<file path="config.mk">
export PLATFORM = sky130hd
export DESIGN_NAME = fetch_unit
export DESIGN_NICKNAME = d
export VERILOG_FILES = /design/src/rtl/fetch_unit.sv
export SDC_FILE = /design/constraint.sdc
export NUM_CORES = 1
export LEC_CHECK = 0
export BUFFER_PORTS_ARGS = -buffer_cell sky130_fd_sc_hd__buf_2
export CAP_MARGIN = 20
export CORE_ASPECT_RATIO = 0.6
export CORE_MARGIN = 2
export CORE_UTILIZATION = 45
export CTS_CLUSTER_DIAMETER = 50
export CTS_CLUSTER_SIZE = 30
export DETAILED_ROUTE_END_ITERATION = 10
export GPL_TIMING_DRIVEN = 0
export PLACE_DENSITY = 0.95
export SYNTH_ARGS = -nofsm -noshare
export SYNTH_HDL_FRONTEND = slang
export SYNTH_SLANG_ARGS = --single-unit
</file>
<file path="constraint.sdc">
create_clock -name clk -period 2.4 [get_ports clk]
set_input_delay 0.12 -clock clk [delete_from_list [all_inputs] [get_ports clk]]
set_output_delay 0.12 -clock clk [all_outputs]
set_load 0.01 [all_outputs]
</file>
<file path="src/rtl/fetch_unit.sv">
// -----------------------------------------------------------------------------
// fetch_unit -- instruction-fetch front end of the Bitty CPU.
//
// Owns the program counter, drives the synchronous instruction ROM and holds
// the fetched instruction until the branch resolver accepts it with en_pc.
// Sequence: IDLE -> FETCH -> LATCH -> EXEC -> (FETCH | IDLE).
//
// Ports:
//   clk           system clock, rising edge
//   reset         synchronous, active-high reset
//   run           global run enable
//   en_pc         advance request from branch resolver (only honoured in EXEC)
//   new_pc        next PC from branch resolver, loaded verbatim on accept
//   mem_addr      ROM read address (always equals pc)
//   mem_data      ROM read data, valid one cycle after mem_addr
//   pc            PC of the instruction held in `instruction`
//   instruction   registered instruction word
//   instr_valid   instruction/pc hold a fetched, unretired instruction
//   retired_count accepted en_pc count       (FETCH_STATS_EN, else 0)
//   taken_count   non-sequential load count  (FETCH_STATS_EN, else 0)
//
// Optional feature macro: FETCH_STATS_EN enables the two 16-bit counters.
// -----------------------------------------------------------------------------
module fetch_unit #(
    parameter int                ADDR_W   = 8,
    parameter int                INSTR_W  = 16,
    parameter logic [ADDR_W-1:0] RESET_PC = '0
) (
    input  logic               clk,
    input  logic               reset,
    input  logic               run,
    input  logic               en_pc,
    input  logic [ADDR_W-1:0]  new_pc,
    output logic [ADDR_W-1:0]  mem_addr,
    input  logic [INSTR_W-1:0] mem_data,
    output logic [ADDR_W-1:0]  pc,
    output logic [INSTR_W-1:0] instruction,
    output logic               instr_valid,
    output logic [15:0]        retired_count,
    output logic [15:0]        taken_count
);

    typedef enum logic [1:0] {
        IDLE  = 2'd0,
        FETCH = 2'd1,
        LATCH = 2'd2,
        EXEC  = 2'd3
    } state_t;

    state_t state_q, state_d;

    logic [ADDR_W-1:0]  pc_q;
    logic [INSTR_W-1:0] instr_q;
    logic               valid_q;

    logic accept;      // en_pc honoured this cycle
    logic load_instr;  // ROM data is valid this cycle

    // State register
    always_ff @(posedge clk) begin
        if (reset) state_q <= IDLE;
        else       state_q <= state_d;
    end

    // Next-state logic
    always_comb begin
        state_d = state_q;
        unique case (state_q)
            IDLE:    if (run) state_d = FETCH;
            FETCH:   state_d = LATCH;   // in-flight read always completes
            LATCH:   state_d = EXEC;
            EXEC:    if (en_pc) state_d = run ? FETCH : IDLE;
            default: state_d = IDLE;
        endcase
    end

    // Output / control decode
    always_comb begin
        accept     = 1'b0;
        load_instr = 1'b0;
        unique case (state_q)
            LATCH:   load_instr = 1'b1;
            EXEC:    accept     = en_pc;
            default: ;
        endcase
    end

    // Datapath registers
    always_ff @(posedge clk) begin
        if (reset) begin
            pc_q    <= RESET_PC;
            instr_q <= '0;
            valid_q <= 1'b0;
        end else begin
            if (load_instr) begin
                instr_q <= mem_data;
                valid_q <= 1'b1;
            end
            if (accept) begin
                pc_q    <= new_pc;
                valid_q <= 1'b0;
            end
        end
    end

    assign mem_addr    = pc_q;
    assign pc          = pc_q;
    assign instruction = instr_q;
    assign instr_valid = valid_q;

`ifdef FETCH_STATS_EN
    logic [ADDR_W-1:0] pc_inc;
    logic [15:0]       retired_q;
    logic [15:0]       taken_q;

    // Sequential successor wraps naturally at ADDR_W bits.
    assign pc_inc = pc_q + ADDR_W'(1);

    always_ff @(posedge clk) begin
        if (reset) begin
            retired_q <= '0;
            taken_q   <= '0;
        end else if (accept) begin
            retired_q <= retired_q + 16'd1;
            if (new_pc != pc_inc) taken_q <= taken_q + 16'd1;
        end
    end

    assign retired_count = retired_q;
    assign taken_count   = taken_q;
`else
    assign retired_count = '0;
    assign taken_count   = '0;
`endif

endmodule

</file>
==> results of run 1 <==
per-layer routing:
metal	track usage, %	wire length [µm]	up-vias
met5	0	0	-
met4	2.18	10	0
met3	5.28	192	2
met2	27.1	1350	41
met1	16.5	1150	491
li1	-	-	588
tightest hold or removal path: stages:
cell     delay (ps)
buf_2           100
nand2_2          50
a21oi_2          40
placed cells by master, fill, tap and decap left out, drive strengths merged, types with 2 or more instances in the layout:
cell,netlist,routed
ha,3,3
nand2,17,17
dfxtp,27,27
buf,46,105
clkbuf,0,4
nand2b,3,3
nor2,17,17
a21oi,11,11
conb,1,32
inv,2,2
mux2i,16,16
report_power, final:
| group | switching, mW | total, mW | leakage [nW] | internal, mW |
|---|---|---|---|---|
| logic | 0.280 | 0.566 | 0.790 | 0.286 |
| registers | 0.0500 | 0.581 | 0.219 | 0.531 |
| clock network | 0.126 | 0.245 | 0.0228 | 0.119 |
worst max-delay path by stage:
stage	to	slack (ps)	start
floorplan	instruction[10]$_SDFFE_PP0N_	1220	state_q[0]$_SDFFE_PP0P_
global placement	instruction[5]$_SDFFE_PP0N_	1140	state_q[0]$_SDFFE_PP0P_
detailed placement	instruction[9]$_SDFFE_PP0N_	1110	state_q[0]$_SDFFE_PP0P_
CTS	instruction[12]$_SDFFE_PP0N_	1100	state_q[0]$_SDFFE_PP0P_
global route	instruction[9]$_SDFFE_PP0N_	1020	state_q[0]$_SDFFE_PP0P_
finish	instruction[12]$_SDFFE_PP0N_	1110	state_q[0]$_SDFFE_PP0P_
cell type report:
class	count	area share, %
clock buffers	4	2.34
flip-flops and latches	27	28.1
inverters	2	0.390
plain buffers	46	18.9
repair buffers	59	15.3
multi-input cells	105	32.3
well taps	42	2.73
metrics by stage:
stage | utilization [%] | std cells | area [µm²] | hold WS (ps)
3_5_place_dp | 64.3 | 281 | 1880 | 364
6_report | 65.8 | 285 | 1930 | 82.5
5_1_grt | 65.8 | 285 | 1930 | 76.4
4_1_cts | 65.8 | 285 | 1930 | 76.7
2_1_floorplan | - | 180 | 1530 | 247
3_3_place_gp | 64.3 | 281 | 1880 | 353
flip-flops by register name (all words and copies together) (netlist names):
name	flops
state_q	2
instruction	16
mem_addr	8
instr_valid	1
cell families after synthesis:
family / Yosys count
AO/OA/AOI/OAI: 13
adder cells (fa/ha/maj): 3
buffers and inverters: 48
flip-flops: 27
multiplexers: 16
other: 1
AND/OR/NAND/NOR: 41
==> summary.md, run 1 <==
| Metric | Value |
|---|---|
| Status | `finished, final reports clean` |
| Clock sinks | `27` |
| Final #Nets | `between 200 and 300` |
| Vias/cell | `3.94` |
| Largest net degree at the start of global routing | `15` |
| Area share of and/or/nand/nor cells after synthesis | `between 10% and 20%` |
| Area of the multi-input gates | `approximately 620 µm²` |
| Final worst slack | `around 1100 ps` |
| Min-delay worst type | `input pin to flip-flop` |
| # rows | `15` |
| Synth-to-layout area growth | `35.9%` |
| Ant diodes | `0` |
| Stages on worst setup path | `6` |
| Setup WS pre-CTS | `around 1100 ps` |
| Die area | `about 3600 µm²` |
| Post-DRT Antenna Nets | `0` |
| Gr usage total | `between 10% and 20%` |
| CP bufs+invs | `3` |
| CTS H-tree depth | `1` |
| Post-CTS sizing | `0` |
| Top cell type's share of synthesized area | `a little under two fifths` |
| Num ports | `93` |
| Synth Area in Adders | `2.65%` |
| FF+latch area | `541 µm²` |
| Initial DRT Pass Iterations | `2` |
| Initial DRC Count | `11` |
| Xor/xnor share of the synthesized area | `0%` |
| Syn_area_per_cell | `9.51 µm²` |
| Worst Hold Launch | `new_pc[5]` |
| Final Critical Period | `between 1000 and 1500 ps` |
| Endpoints failing setup | `0` |
| Gpl congestion | `around 0.63` |
| Vias in the first global route | `around 950` |
| CP max FO | `10` |
| Post-synthesis sequential area ratio | `38.1%` |
| First-pass GRT wire length | `slightly above 4 mm` |
| CTS tree | `built` |
| Final Hold Fails | `0` |
| Mapped Cells | `149` |
| Vias | `approximately 1,100` |
| Final Cycle Share | `53.8%` |
| Total power | `1.39 mW` |
| Initial antenna violation count | `0` |
| Crit start category | `flip-flop` |
| Ys async rst share | `0%` |
| Yosys cell types | `22` |
| Post-CTS Hold Buffers | `0` |
| Dominant cell type by area after synthesis | `dfxtp_1` |
| Routed wire per std cell | `~9.5 µm` |
| Fillers | `262` |
| Peak supply drop | `~0.00037 V` |
| Max cap viols | `0` |
| Max-slew violations | `0` |
| Reg clk slew, reported paths | `roughly 80 ps` |
| Post-CTS Setup Bufs | `0` |
| Synth Area in Compound Gates | `~7.6%` |
| Main synth FF type | `dfxtp_1` |
| Clock skew | `~3.5 ps` |
| Slowest cell delay on critical path | `about 390 ps` |
| Mapped cell area | `1420 µm²` |
| RSZ-0062 raised after global routing | `false` |
| Die height | `about 47 µm` |
| Post-synth EDFFs | `0` |
| Post-synthesis mux area share | `between 10% and 20%` |
| Clock Tree Root | `clkbuf_8` |
| Detailed Route WL | `2.70 mm` |
| Starting Density | `roughly half` |
| Largest family of logic cells by synthesized area | `buffers and inverters` |
| Final HPWL DP | `approximately 2.2 mm` |
| Residual DRC count | `0` |
| Die X | `76.5 µm` |
| Cell depth of the worst hold path | `3` |
| Setup TNS | `0 ps` |
| Count leader, synth | `buf_4` |
| CP max stage cell | `dfxtp_1` |
| Hold Path Sink | `mem_addr[5]$_SDFFE_PP0P_` |
| Worst-path cell chain | `inv_1 -> ha_1 -> buf_6 -> buf_12 -> mux2i_1 -> nor2_1` |
| Worst Path Arrival | `roughly 1500 ps` |
| FF-to-FF path depth | `6` |
| Worst endpoint required time | `2560 ps` |
| Worst R2R Setup Slack | `between 1000 and 1500 ps` |
| Dominant cells by area after synthesis | `dfxtp_1 38%, buf_4 22%, mux2i_1 11%` |
| Total number of yosys warnings | `0` |
| Setup crit end kind | `flip-flop` |
| Core area | `about 3000 µm²` |
| CTS Buf Count | `3` |
| Fmax | `0.774 GHz` |
| CTS max path bufs | `2` |
| Port Buffers | `59` |
| Share of layout cells above drive strength 1 | `between 50% and 60%` |
| P_leak | `between 1 and 1.5 nW` |
| Crit Path Class | `flip-flop to flip-flop` |
| Pwr Density | `between 700 and 800 nW/µm²` |
| RR Endpoint | `instruction[12]$_SDFFE_PP0N_` |
| Remaining global-route overflow | `0` |
| Flops & latches, synth | `27` |
| CP delay by family, top | `flip-flops` |
| Most instantiated cells after synthesis | `41 x buf_4, 27 x dfxtp_1, 17 x nor2_1, 16 x mux2i_1, 9 x nand2_1` |
| Clk_lat worst skew | `260 ps` |
| RR Startpoint | `state_q[0]$_SDFFE_PP0P_` |
(Power assumes the default switching activity.)
==> inputs of run 2 (changes only) <==
--- a/config.mk
+++ b/config.mk
@@ -5,16 +5,17 @@
 export SDC_FILE = /design/constraint.sdc
 export NUM_CORES = 1
 export LEC_CHECK = 0
+export ABC_AREA = 1
 export BUFFER_PORTS_ARGS = -buffer_cell sky130_fd_sc_hd__buf_2
 export CAP_MARGIN = 20
 export CORE_ASPECT_RATIO = 0.6
 export CORE_MARGIN = 2
-export CORE_UTILIZATION = 45
+export CORE_UTILIZATION = 40
 export CTS_CLUSTER_DIAMETER = 50
 export CTS_CLUSTER_SIZE = 30
 export DETAILED_ROUTE_END_ITERATION = 10
 export GPL_TIMING_DRIVEN = 0
-export PLACE_DENSITY = 0.95
+export PLACE_DENSITY = 0.91
 export SYNTH_ARGS = -nofsm -noshare
 export SYNTH_HDL_FRONTEND = slang
 export SYNTH_SLANG_ARGS = --single-unit
==> constraint.sdc (replaced) <==
create_clock -name clk -period 1.2 [get_ports clk]
set_input_delay 0.06 -clock clk [delete_from_list [all_inputs] [get_ports clk]]
set_output_delay 0.06 -clock clk [all_outputs]
set_load 0.01 [all_outputs]
==> run 2 against run 1 <==
Compared with the run above: clock skew hardly changed; flip-flop and latch count unchanged; hold slack lost 73 ps; die area rose by 3.6%; synthesized cell count increased by 15%; critical endpoint is now instruction[13]$_SDFFE_PP0N_; largest power group unchanged.
==> summary.md, run 2 <==
| Metric | Value |
|---|---|
| Post-DRT Antenna Nets | `0` |
| First-pass GRT wire length | `~4.3 mm` |
| Placed instance area | `between 1500 and 2000 µm²` |
| Worst R2R Setup Slack | `100 ps` |
| Worst endpoint required time | `1360 ps` |
| Min-delay worst type | `input pin to flip-flop` |
| Fin cells | `between 300 and 400` |
| CP max stage cell | `dfxtp_2` |
| Count leader, synth | `nor2_1` |
| Clock skew | `3.22 ps` |
| Starting Density | `about two fifths` |
| Residual DRC count | `0` |
| Vias in the first global route | `980` |
| Detailed Route WL | `2.73 mm` |
| Worst Path Arrival | `1260 ps` |
| RSZ-0062 raised after global routing | `false` |
| Sw Pwr | `~1.1 mW` |
| Fillers | `~300` |
| Yosys cell types | `14` |
| Final Cycle Share | `approximately 90%` |
| Initial DRC Count | `23` |
| Max cap viols | `0` |
| CTS H-tree depth | `1` |
| Final Hold Fails | `0` |
| Die height | `between 40 and 50 µm` |
| Crit start category | `flip-flop` |
| Worst-path cell chain | `inv_2 -> ha_4 -> buf_4 -> o21ai_0 -> nor2_1` |
| Mapped Cells | `171` |
| Synth Area in Compound Gates | `10.3%` |
| Fmax | `~0.9 GHz` |
| Die area | `3760 µm²` |
| Clock share of power | `roughly 16%` |
| Largest family of logic cells by synthesized area | `buffers and inverters` |
| Ys async rst share | `0%` |
| Routed wire per std cell | `8.73 µm` |
| Ant diodes | `0` |
| Gpl congestion | `between 0.6 and 0.7` |
| Top cell type's share of synthesized area | `around 41%` |
| Most frequent cells in the layout | `61 x buf_2, 49 x nor2_1, 41 x buf_4, 32 x conb_1, 25 x dfxtp_1` |
| CTS tree | `built` |
| Register share of total power | `between 40% and 50%` |
| Final #Nets | `300` |
| Synth-to-layout area growth | `43.0%` |
| # rows | `16` |
| Post-synthesis mux area share | `0%` |
| Port Buffers | `60` |
| Post-synth EDFFs | `0` |
| Setup TNS | `0 ps` |
| Final Critical Period | `~1100 ps` |
| Total power | `a little over 3 mW` |
| Area share of and/or/nand/nor cells after synthesis | `17.8%` |
| P_leak | `roughly 1.1 nW` |
| Setup crit end kind | `flip-flop` |
| Crit Path Class | `flip-flop to flip-flop` |
| CTS max path bufs | `2` |
| Slowest cell delay on critical path | `~360 ps` |
| Max-slew violations | `0` |
| Share of layout cells above drive strength 1 | `43.7%` |
| DP Cell Count | `around 310` |
| Core area | `roughly 3200 µm²` |
| Num ports | `slightly above 90` |
| Largest net degree at the start of global routing | `15` |
| Xor/xnor share of the synthesized area | `0%` |
| Die X | `between 70 and 80 µm` |
| Most instantiated cells after synthesis | `49 x nor2_1, 41 x buf_4, 27 x dfxtp_1, 21 x o21ai_0, 9 x nand2_1` |
| Post-route cell area | `roughly 1900 µm²` |
| Clock Tree Root | `clkbuf_8` |
| Clk_lat worst skew | `approximately 260 ps` |
| Syn_area_per_cell | `between 7 and 8 µm²` |
| CTS Buf Count | `3` |
| CP max FO | `10` |
| Clock sinks | `27` |
| Initial DRT Pass Iterations | `4` |
| Flops & latches, synth | `27` |
| Dominant cells by area after synthesis | `dfxtp_1 41%, buf_4 24%, nor2_1 14%` |
| Dominant cell type by area after synthesis | `dfxtp_1` |
| Gate power share | `between 40 and 50%` |
| Main synth FF type | `dfxtp_1` |
| Vias | `about 1,200` |
| Initial antenna violation count | `0` |
| Vias/cell | `3.91` |
| Remaining global-route overflow | `0` |
| Synth Area in Adders | `between 2 and 3%` |
| Peak supply drop | `between 0.0008 and 0.0009 V` |
| Final HPWL DP | `about 2.2 mm` |
| Max reg flops | `16` |
| Post-synthesis sequential area ratio | `approximately two fifths` |
| Endpoints failing setup | `0` |
| Status | `finished, final reports clean` |
| Reg clk slew, reported paths | `~90 ps` |
| Mapped cell area | `between 1000 and 1500 µm²` |
| Gr usage total | `approximately 14%` |
| Switch share | `a little over a third` |
| Total number of yosys warnings | `0` |
| Hold_ws | `9.87 ps` |
| Pwr Density | `~1600 nW/µm²` |
| Most common cell after layout, fill and taps aside | `buf_2` |
| Internal | `just under 2 mW` |
[run 2: changes by cell type in the layout (fill, tap and decap cells not counted), sizes merged, moves of 3 or more]
| cell | previous run | this run |
|---|---|---|
| nor2 | 17 | 49 |
| o21ai | 0 | 25 |
| mux2i | 16 | 0 |
| a21oi | 11 | 2 |
| nand2 | 17 | 9 |
| inv | 2 | 8 |
| nand2b | 3 | 0 |
[run 2: cell type report]
class	count	area [µm²]	area share (%)
inverter	8	30.0	1.60
multi-input combinational	123	548	29.3
buffer	44	332	17.7
timing repair inverter	1	7.51	0.401
sequential	27	543	29.0
tap	45	56.3	3.01
clock buffer	4	45.0	2.41
timing repair buffer	61	310	16.6
[run 2: through the flow]
stage | utilization [%] | setup slack, ps
after detailed placement | 56.0 | -120
final | 58.8 | 95.6
after CTS | 58.6 | 3.89
after floorplan | - | 61.3
after global placement | 56.0 | -88.6
after global routing | 58.8 | 9.45
[run 2: power groups by stage]
stage                     Sequential (mW)  Combinational [mW]  Clock [mW]
after global placement               1.31                1.20           0
after detailed placement             1.32                1.22           0
final                                1.32                1.26       0.496
after global routing                 1.36                1.41       0.560
after floorplan                      1.43               0.693           0
after CTS                            1.31                1.26       0.519
[run 2: timing repair]
action,CTS,global route
gates resized for setup,5,6
setup endpoints to repair,19,25
pin swaps,0,0
setup buffers,0,0
hold endpoints to repair,2,0
hold buffers,1,0
cloned,1,0
[run 2: routing by layer]
metal	global-route usage, %	wire length (µm)	vias to the layer above	part of all wire, %
met5	0	0	-	0
met2	25.0	1300	43	48
met3	4.66	219	2	8.0
met1	16.8	1200	519	44
li1	-	-	660	-
met4	1.79	11	0	0.40
[run 2: logic make-up (layout without fill, tap and decap cells)]
logic type / Yosys count / count (layout)
other: 1 / 32
buffers and inverters: 52 / 118
and+or+nand+nor: 61 / 61
AOI/OAI and AO/OA: 27 / 27
DFF: 27 / 27
adders and majority gates: 3 / 3
[run 2: final timing paths]
| check | start | endpoint | cells after the start |
|---|---|---|---|
| max reg2reg | state_q[0]$_SDFFE_PP0P_ | instruction[13]$_SDFFE_PP0N_ | 5 |
| max | state_q[0]$_SDFFE_PP0P_ | instruction[13]$_SDFFE_PP0N_ | 5 |
| min reg2reg | instruction[8]$_SDFFE_PP0N_ | instruction[8]$_SDFFE_PP0N_ | 2 |
| min | mem_data[9] | instruction[9]$_SDFFE_PP0N_ | 3 |
[run 2: critical path, delay by kind of cell, from the launching register on]
| kind | cells | cell delay [ps] |
|---|---|---|
| DFF | 1 | 360 |
| AOI/OAI and AO/OA | 1 | 170 |
| buffers and inverters | 2 | 230 |
| and+or+nand+nor | 1 | 50 |
| adders and majority gates | 1 | 190 |
